$ cat src/rtl/vr_vc_converter_pkg.sv
// vr_vc_converter_pkg: default constants and credit-counter width helper for vr_vc_converter.
package vr_vc_pkg;
  localparam int DEF_DATA_WIDTH = 8;
  localparam int DEF_CREDIT_NUM = 2;
  localparam int DEF_BUF_DEPTH  = 2;
  function automatic int cnt_width(input int credits);
    return $clog2(credits + 1);
  endfunction
endpackage

$ cat src/rtl/vr_vc_converter_fifo.sv
// vr_vc_converter_fifo: small circular input buffer with occupancy count; caller never pushes when full or pops when empty.
module vr_vc_converter_fifo #(
  parameter int WIDTH = 8,
  parameter int DEPTH = 2
) (
  input  logic             clk,
  input  logic             rst_n,
  input  logic             push_i,
  input  logic             pop_i,
  input  logic [WIDTH-1:0] data_i,
  output logic [WIDTH-1:0] data_o,
  output logic             full_o,
  output logic             empty_o
);
  localparam int AW = DEPTH > 1 ? $clog2(DEPTH) : 1;
  localparam int NW = $clog2(DEPTH + 1);
  logic [WIDTH-1:0] mem_q [DEPTH];
  logic [WIDTH-1:0] mem_d [DEPTH];
  logic [AW-1:0] wr_q, wr_d, rd_q, rd_d;
  logic [NW-1:0] n_q, n_d;
  function automatic logic [AW-1:0] inc(input logic [AW-1:0] p);
    return p == AW'(DEPTH - 1) ? '0 : p + 1'b1;
  endfunction
  always_comb begin
    mem_d = mem_q;
    if (push_i) mem_d[wr_q] = data_i;
    wr_d = push_i ? inc(wr_q) : wr_q;
    rd_d = pop_i ? inc(rd_q) : rd_q;
    n_d  = n_q + NW'(push_i) - NW'(pop_i);
  end
  assign data_o  = mem_q[rd_q];
  assign full_o  = n_q == NW'(DEPTH);
  assign empty_o = n_q == '0;
  always_ff @(posedge clk) mem_q <= mem_d;
  always_ff @(posedge clk or negedge rst_n) begin
    if (!rst_n) begin
      wr_q <= '0;
      rd_q <= '0;
      n_q  <= '0;
    end else begin
      wr_q <= wr_d;
      rd_q <= rd_d;
      n_q  <= n_d;
    end
  end
endmodule

$ cat src/rtl/vr_vc_converter.sv
// vr_vc_converter: valid/ready to valid/credit bridge with input buffer and saturating credit counter.
// Define VR_VC_CREDIT_ERR_EN to add err_o, a sticky credit-overflow flag.
module vr_vc_converter import vr_vc_pkg::*; #(
  parameter int DATA_WIDTH = DEF_DATA_WIDTH,
  parameter int CREDIT_NUM = DEF_CREDIT_NUM,
  parameter int BUF_DEPTH  = DEF_BUF_DEPTH
) (
  input  logic                  clk,
  input  logic                  rst_n,
  input  logic [DATA_WIDTH-1:0] s_data_i,
  input  logic                  s_valid_i,
  output logic                  s_ready_o,
`ifdef VR_VC_CREDIT_ERR_EN
  output logic                  err_o,
`endif
  output logic [DATA_WIDTH-1:0] m_data_o,
  output logic                  m_valid_o,
  input  logic                  m_credit_i
);
  localparam int CW = cnt_width(CREDIT_NUM);
  localparam logic [CW-1:0] CMAX = CW'(CREDIT_NUM);
  logic [CW-1:0] cnt_q, cnt_d;
  logic [DATA_WIDTH-1:0] data_q, data_d, head;
  logic valid_q, valid_d, full, empty, push, pop;
  vr_vc_converter_fifo #(.WIDTH(DATA_WIDTH), .DEPTH(BUF_DEPTH)) u_fifo (
    .clk    (clk),
    .rst_n  (rst_n),
    .push_i (push),
    .pop_i  (pop),
    .data_i (s_data_i),
    .data_o (head),
    .full_o (full),
    .empty_o(empty)
  );
  assign s_ready_o = !full;
  assign push      = s_valid_i && !full;
  assign pop       = !empty && cnt_q != '0;
  assign m_data_o  = data_q;
  assign m_valid_o = valid_q;
  always_comb begin
    cnt_d   = pop && !m_credit_i ? cnt_q - 1'b1 :
              m_credit_i && !pop && cnt_q != CMAX ? cnt_q + 1'b1 : cnt_q;
    valid_d = pop;
    data_d  = pop ? head : data_q;
  end
  always_ff @(posedge clk or negedge rst_n) begin
    if (!rst_n) begin
      cnt_q   <= CMAX;
      valid_q <= 1'b0;
      data_q  <= '0;
    end else begin
      cnt_q   <= cnt_d;
      valid_q <= valid_d;
      data_q  <= data_d;
    end
  end
`ifdef VR_VC_CREDIT_ERR_EN
  logic err_q, err_d;
  assign err_o = err_q;
  // Overflow: a credit arrives while already holding every credit and nothing is spent.
  always_comb err_d = err_q || (m_credit_i && !pop && cnt_q == CMAX);
  always_ff @(posedge clk or negedge rst_n) begin
    if (!rst_n) err_q <= 1'b0;
    else err_q <= err_d;
  end
`endif
endmodule

$ cat config.mk
export PLATFORM = sky130hd
export DESIGN_NAME = vr_vc_converter
export DESIGN_NICKNAME = d
export VERILOG_FILES = /design/src/rtl/vr_vc_converter_pkg.sv /design/src/rtl/vr_vc_converter_fifo.sv /design/src/rtl/vr_vc_converter.sv
export SDC_FILE = /design/constraint.sdc
export NUM_CORES = 1
export LEC_CHECK = 0
export CAP_MARGIN = 20
export CORE_MARGIN = 8
export CORE_UTILIZATION = 50
export DETAILED_ROUTE_END_ITERATION = 12
export GPL_TIMING_DRIVEN = 0
export PLACE_DENSITY = 0.81
export SYNTH_ARGS = -nofsm -noshare
export SYNTH_HDL_FRONTEND = slang
export SYNTH_SLANG_ARGS = --single-unit
$ cat constraint.sdc
create_clock -name clk -period 2.3 [get_ports clk]
set_input_delay 0.575 -clock clk [delete_from_list [all_inputs] [get_ports clk]]
set_output_delay 0.575 -clock clk [all_outputs]
set_load 0.1 [all_outputs]
Word level (Yosys, flattened, before mapping)
Index checks and enable logic that the tools add are counted.
{"block": "classes", "add_sub_neg": 6, "order_cmp": 3, "n_eq_ne": 2, "mux": 10, "bitwise": 2, "n_reduce_logical": 13}
{"op": "8-bit two-way mux", "count": 4}
{"op": "16-bit bitwise mux", "count": 1}
{"op": "8-bit demux with 1-bit select", "count": 1}
{"op": "1-bit logical AND", "count": 6}
{"op": "2-bit >= comparator (second input constant)", "count": 2}
{"op": "1-bit zero test", "count": 4}
{"op": "2-bit two-way mux", "count": 2}
{"op": "1-bit inverter with 2-bit output", "count": 2}
{"op": "2-bit nonzero test", "count": 2}
{"op": "1-bit adder (second input constant)", "count": 2}
{"op": "2-bit by 1-bit adder with 2-bit output", "count": 1}
{"op": "2-bit by 1-bit adder with 2-bit output (second input constant)", "count": 1}
{"op": "2-bit equality test (second input constant)", "count": 1}
{"op": "2-bit zero test", "count": 1}
{"op": "2-bit by 1-bit less-than comparator with 1-bit output (second input constant)", "count": 1}
{"op": "1-bit two-way mux", "count": 2}
{"op": "2-bit inequality test (second input constant)", "count": 1}
{"op": "2-bit by 1-bit subtractor with 2-bit output", "count": 1}
{"op": "2-bit by 1-bit subtractor with 2-bit output (second input constant)", "count": 1}
{"block": "word_totals", "register_bits": 31, "input_bits": 12, "out_inout_bits": 10, "elab_cells": 44}

Depth between registers and ports, before layout
{"block": "logic_depth", "ltp_word": 8, "ltp_mapped": 8, "mapped_depth_nobuf": 7}

Hierarchy
A second synthesis with hierarchy kept.
{"block": "unflattened", "cells_unflattened": 73, "hier_area_um2": 1270.0}
{"mod": "vr_vc_converter_fifo", "instances": 1, "cells_each": 40, "area_each_um2": 808.3, "seq_area_each_um2": 580.6}
{"mod": "vr_vc_converter", "instances": 1, "cells_each": 33, "area_each_um2": 461.7, "seq_area_each_um2": 276.5}

Least setup slack after synthesis
No wires, ideal clock.
{"block": "synth_path", "kind": "reg-to-reg", "startpoint": "register u_fifo.n_q[0]", "endpoint": "register u_fifo.mem_q[10] in the netlist's numbering (enable)", "setup_ps": 370, "arrival_time_ps": 1856, "required_time_ps": 1930, "path_slack_ps": 73, "path_stages_with_launch": 4, "path_buffers": 0, "synth_period_minus_slack_ps": 2227, "cell_sequence": "dfrtp_1 -> nand2b_1 -> nand2_1 -> nor2_1"}
{"block": "synth_via", "elab_chain_len": 3}
{"element": "start, declared", "line_no": "vr_vc_converter_fifo.sv:20", "text": "logic [NW-1:0] n_q, n_d;"}
{"element": "start signal, assigned", "line_no": "vr_vc_converter_fifo.sv:43", "text": "n_q <= n_d;"}
{"element": "2-bit equality test", "line_no": "vr_vc_converter_fifo.sv:32", "text": "assign full_o = n_q == NW'(DEPTH);"}
{"element": "1-bit zero test"}
{"element": "net s_ready_o", "line_no": "vr_vc_converter.sv:12", "text": "output logic s_ready_o,"}
{"element": "1-bit logical AND", "line_no": "vr_vc_converter.sv:36", "text": "assign push = s_valid_i && !full;"}
{"element": "end signal, assigned", "line_no": "vr_vc_converter_fifo.sv:34", "text": "always_ff @(posedge clk) mem_q <= mem_d;"}
{"element": "end, declared", "line_no": "vr_vc_converter_fifo.sv:17", "text": "logic [WIDTH-1:0] mem_q [DEPTH];"}
The timed path passes the listed nets, and every way through them passes these cells.
A chain may end at the register's enable or synchronous reset.

Worst setup path after layout
{"block": "layout_path", "startpoint": "register data_q[5] (netlist: m_data_o[5])", "endpoint": "output m_data_o[5]"}
{"element": "start, declared", "line_no": "vr_vc_converter.sv:23", "text": "logic [DATA_WIDTH-1:0] data_q, data_d, head;"}
{"element": "start signal, assigned", "line_no": "vr_vc_converter.sv:54", "text": "data_q <= data_d;"}
{"element": "end, declared", "line_no": "vr_vc_converter.sv:16", "text": "output logic [DATA_WIDTH-1:0] m_data_o,"}
No word-level cell between the ends.

==> results.sh <==
export IMPL_grt_antenna_before_repair=0
export IMPL_mostFrequentLayoutCells="16 x edfxtp_1, 14 x dfrtp_1, 11 x clkdlybuf4s50_1"
export IMPL_fin_crit_ns=2.11
export IMPL_setup_tns_ns=0
export IMPL_max_freq_ghz=0.474
export IMPL_drtPass1Iterations=4
export IMPL_hold_viol=0
export IMPL_drive_gt1_share_pct=13.4
export IMPL_hold_path_class="register to register"
export IMPL_cts_buffers=5
export IMPL_critPathTopFamily="buffers and inverters"
export IMPL_die_h_um=65.1
export IMPL_multiInputGateArea_um2=308
export IMPL_core_um2=2250
export IMPL_finalWorstSetupSlack_ns=0.190
export IMPL_maxCapViolations=0
export IMPL_n_antenna_cell=0
export IMPL_path_clk_slew_ns=0.09
export IMPL_crit_slowest_cell="dlygate4sd2_1"
export IMPL_die_area_um2=4230
export IMPL_grt_use_total_pct=11.2
export IMPL_setup_viol=0
export IMPL_gp_congestion=0.748
export IMPL_die_w_um=65.1
export IMPL_syn_nets=97
export IMPL_rsz0062_at_grt="no"
export IMPL_avgViaCountPerCell=5.04
export IMPL_crit_path_end_kind="primary output"
export IMPL_fp_row_count=17
export IMPL_drt_iter0_drc=23
export IMPL_worst_pin_slew_ns=0.979
export IMPL_cts_tree="built"
export IMPL_ys_ff_latch=31
export IMPL_slew_headroom_pct=35.0
export IMPL_start_util_pct=53.4
export IMPL_syn_inst=83
export IMPL_vias=706
export IMPL_wirelength_um=2030
export IMPL_avgSynthCellArea_um2=14.5
export IMPL_ys_types=23
export IMPL_grt_pass1_wl_um=3590
export IMPL_ctsLongestPathBuffers=2
export IMPL_yosysSeqAreaShare_pct=71.2
export IMPL_holdWs_ns=0.478
export IMPL_fin_crit_sh_pct=91.7
export IMPL_drc=0
export IMPL_slowest_delay_ns=0.86
export IMPL_wl_per_cell_um=14.5
export IMPL_drtAntennaViolNets=0
export IMPL_start_kind="register"
export IMPL_clock_sinks=31
export IMPL_crit_buf_inv=1
export IMPL_clkLatencyLatePin_ns=0.31
export IMPL_io_buffers=21
export IMPL_synth_cell_area_um2=1200
export IMPL_worstPathRequired_ns=1.73
export IMPL_seq_area_um2=857
export IMPL_slew_violations=0
export IMPL_ctsHtreeMaxLevel=2
export IMPL_fillerInstances=191
export IMPL_pin_count=22
export IMPL_path_max_fanout=2
export IMPL_finalClockSkew_ns=0.00305
export IMPL_area_growth_pct=24.5
export IMPL_clockRootBuffer="clkbuf_4"
export IMPL_final_common_cell="edfxtp_1"
export IMPL_ys_warn_count=0
export IMPL_crit_chain="dlygate4sd2_1"
export IMPL_overflow=0
export IMPL_status="complete, no violations"
export IMPL_pre_cts_ws_ns=0.0119
export IMPL_dp_hpwl_um=1500
export IMPL_arrival_ns=1.53
export IMPL_grt_max_degree=16
export IMPL_first_global_vias=798
export IMPL_worstSetupPathType="register to primary output"
export IMPL_fin_nets=125
## state kept, by name (all words and copies together) (netlist names)
signal / count
cnt_q: 2
m_data_o: 8
m_valid_o: 1
u_fifo.mem_q: 16
u_fifo.n_q: 2
u_fifo.rd_q: 1
u_fifo.wr_q: 1
## per-stage QoR
step | std cells | area [um^2] | utilization [%]
finish | 140 | 1500 | 66.5
detailed placement | 132 | 1450 | 64.3
global route | 140 | 1500 | 66.5
floorplan | 83 | 1200 | -
CTS | 140 | 1500 | 66.5
global placement | 132 | 1450 | 64.3
## worst paths after layout
check                                 start  depth (start not counted)  slack, ns             to
worst max register to register     cnt_q[0]                          8       0.38  u_fifo.n_q[1]
worst min register to register  m_data_o[7]                          2       0.48    m_data_o[7]
worst min-delay path            m_data_o[7]                          2       0.48    m_data_o[7]
worst max-delay path            m_data_o[5]                          1       0.19    m_data_o[5]
max in group asynchronous             rst_n                          1       1.23    m_data_o[7]
min in group asynchronous             rst_n                          1       0.65    m_data_o[2]
## routing by layer
layer / vias to the layer above / track usage [%] / wire length [um]
li1: 353 / - / -
met1: 336 / 10.4 / 733
met2: 17 / 20.0 / 1150
met3: 0 / 7.39 / 152
met4: 0 / 2.72 / 0
met5: - / 0 / 0
## layout make-up
class                           instances  share of cell area, %
Inverter                                6                   1.50
Timing Repair Buffer                   21                   13.4
Sequential cell                        31                   57.2
Clock inverter                          1                  0.334
Tap cell                               28                   2.34
Clock buffer                            7                   3.67
Buffer                                  2                   1.09
Multi-Input combinational cell         44                   20.5
## cell families (layout without fill, tap and decap cells)
kind of cell	count (synthesis)	in the layout	synth area share (%)
DFF	31	31	71.2
and+or+nand+nor	15	15	5.93
AOI/OAI and AO/OA	14	14	7.28
muxes	8	8	6.65
buffers and inverters	8	37	3.22
xor gates and xnor gates	5	5	3.64
adders and majority gates	2	2	2.08
## Yosys cell counts, drive strengths merged
cell type	number	share of area [%]
ha	2	2.1
mux2i	8	6.7
a211oi	1	0.62
dfstp	1	2.2
nand2	9	2.8
dfrtp	14	29
and3	1	0.52
a21oi	2	0.83
buf	1	0.94
clkbuf	1	0.42
or3	1	0.52
o22ai	1	1.0
nor2	2	0.83
nand2b	1	0.52
a22oi	1	1.0
inv	6	1.9
o21ai	9	3.7
edfxtp	16	40
and4	1	0.73
xnor2	5	3.6
## timing repair
action                                  4_1_cts  5_1_grt
gates resized for setup                      12        0
setup buffers                                 0        0
hold buffers                                  0        0
endpoints found under the setup margin       10        0
Power is left out: the tool's default activity adds up to more than one toggle a clock period on the data nets, which glitch-free logic cannot reach.
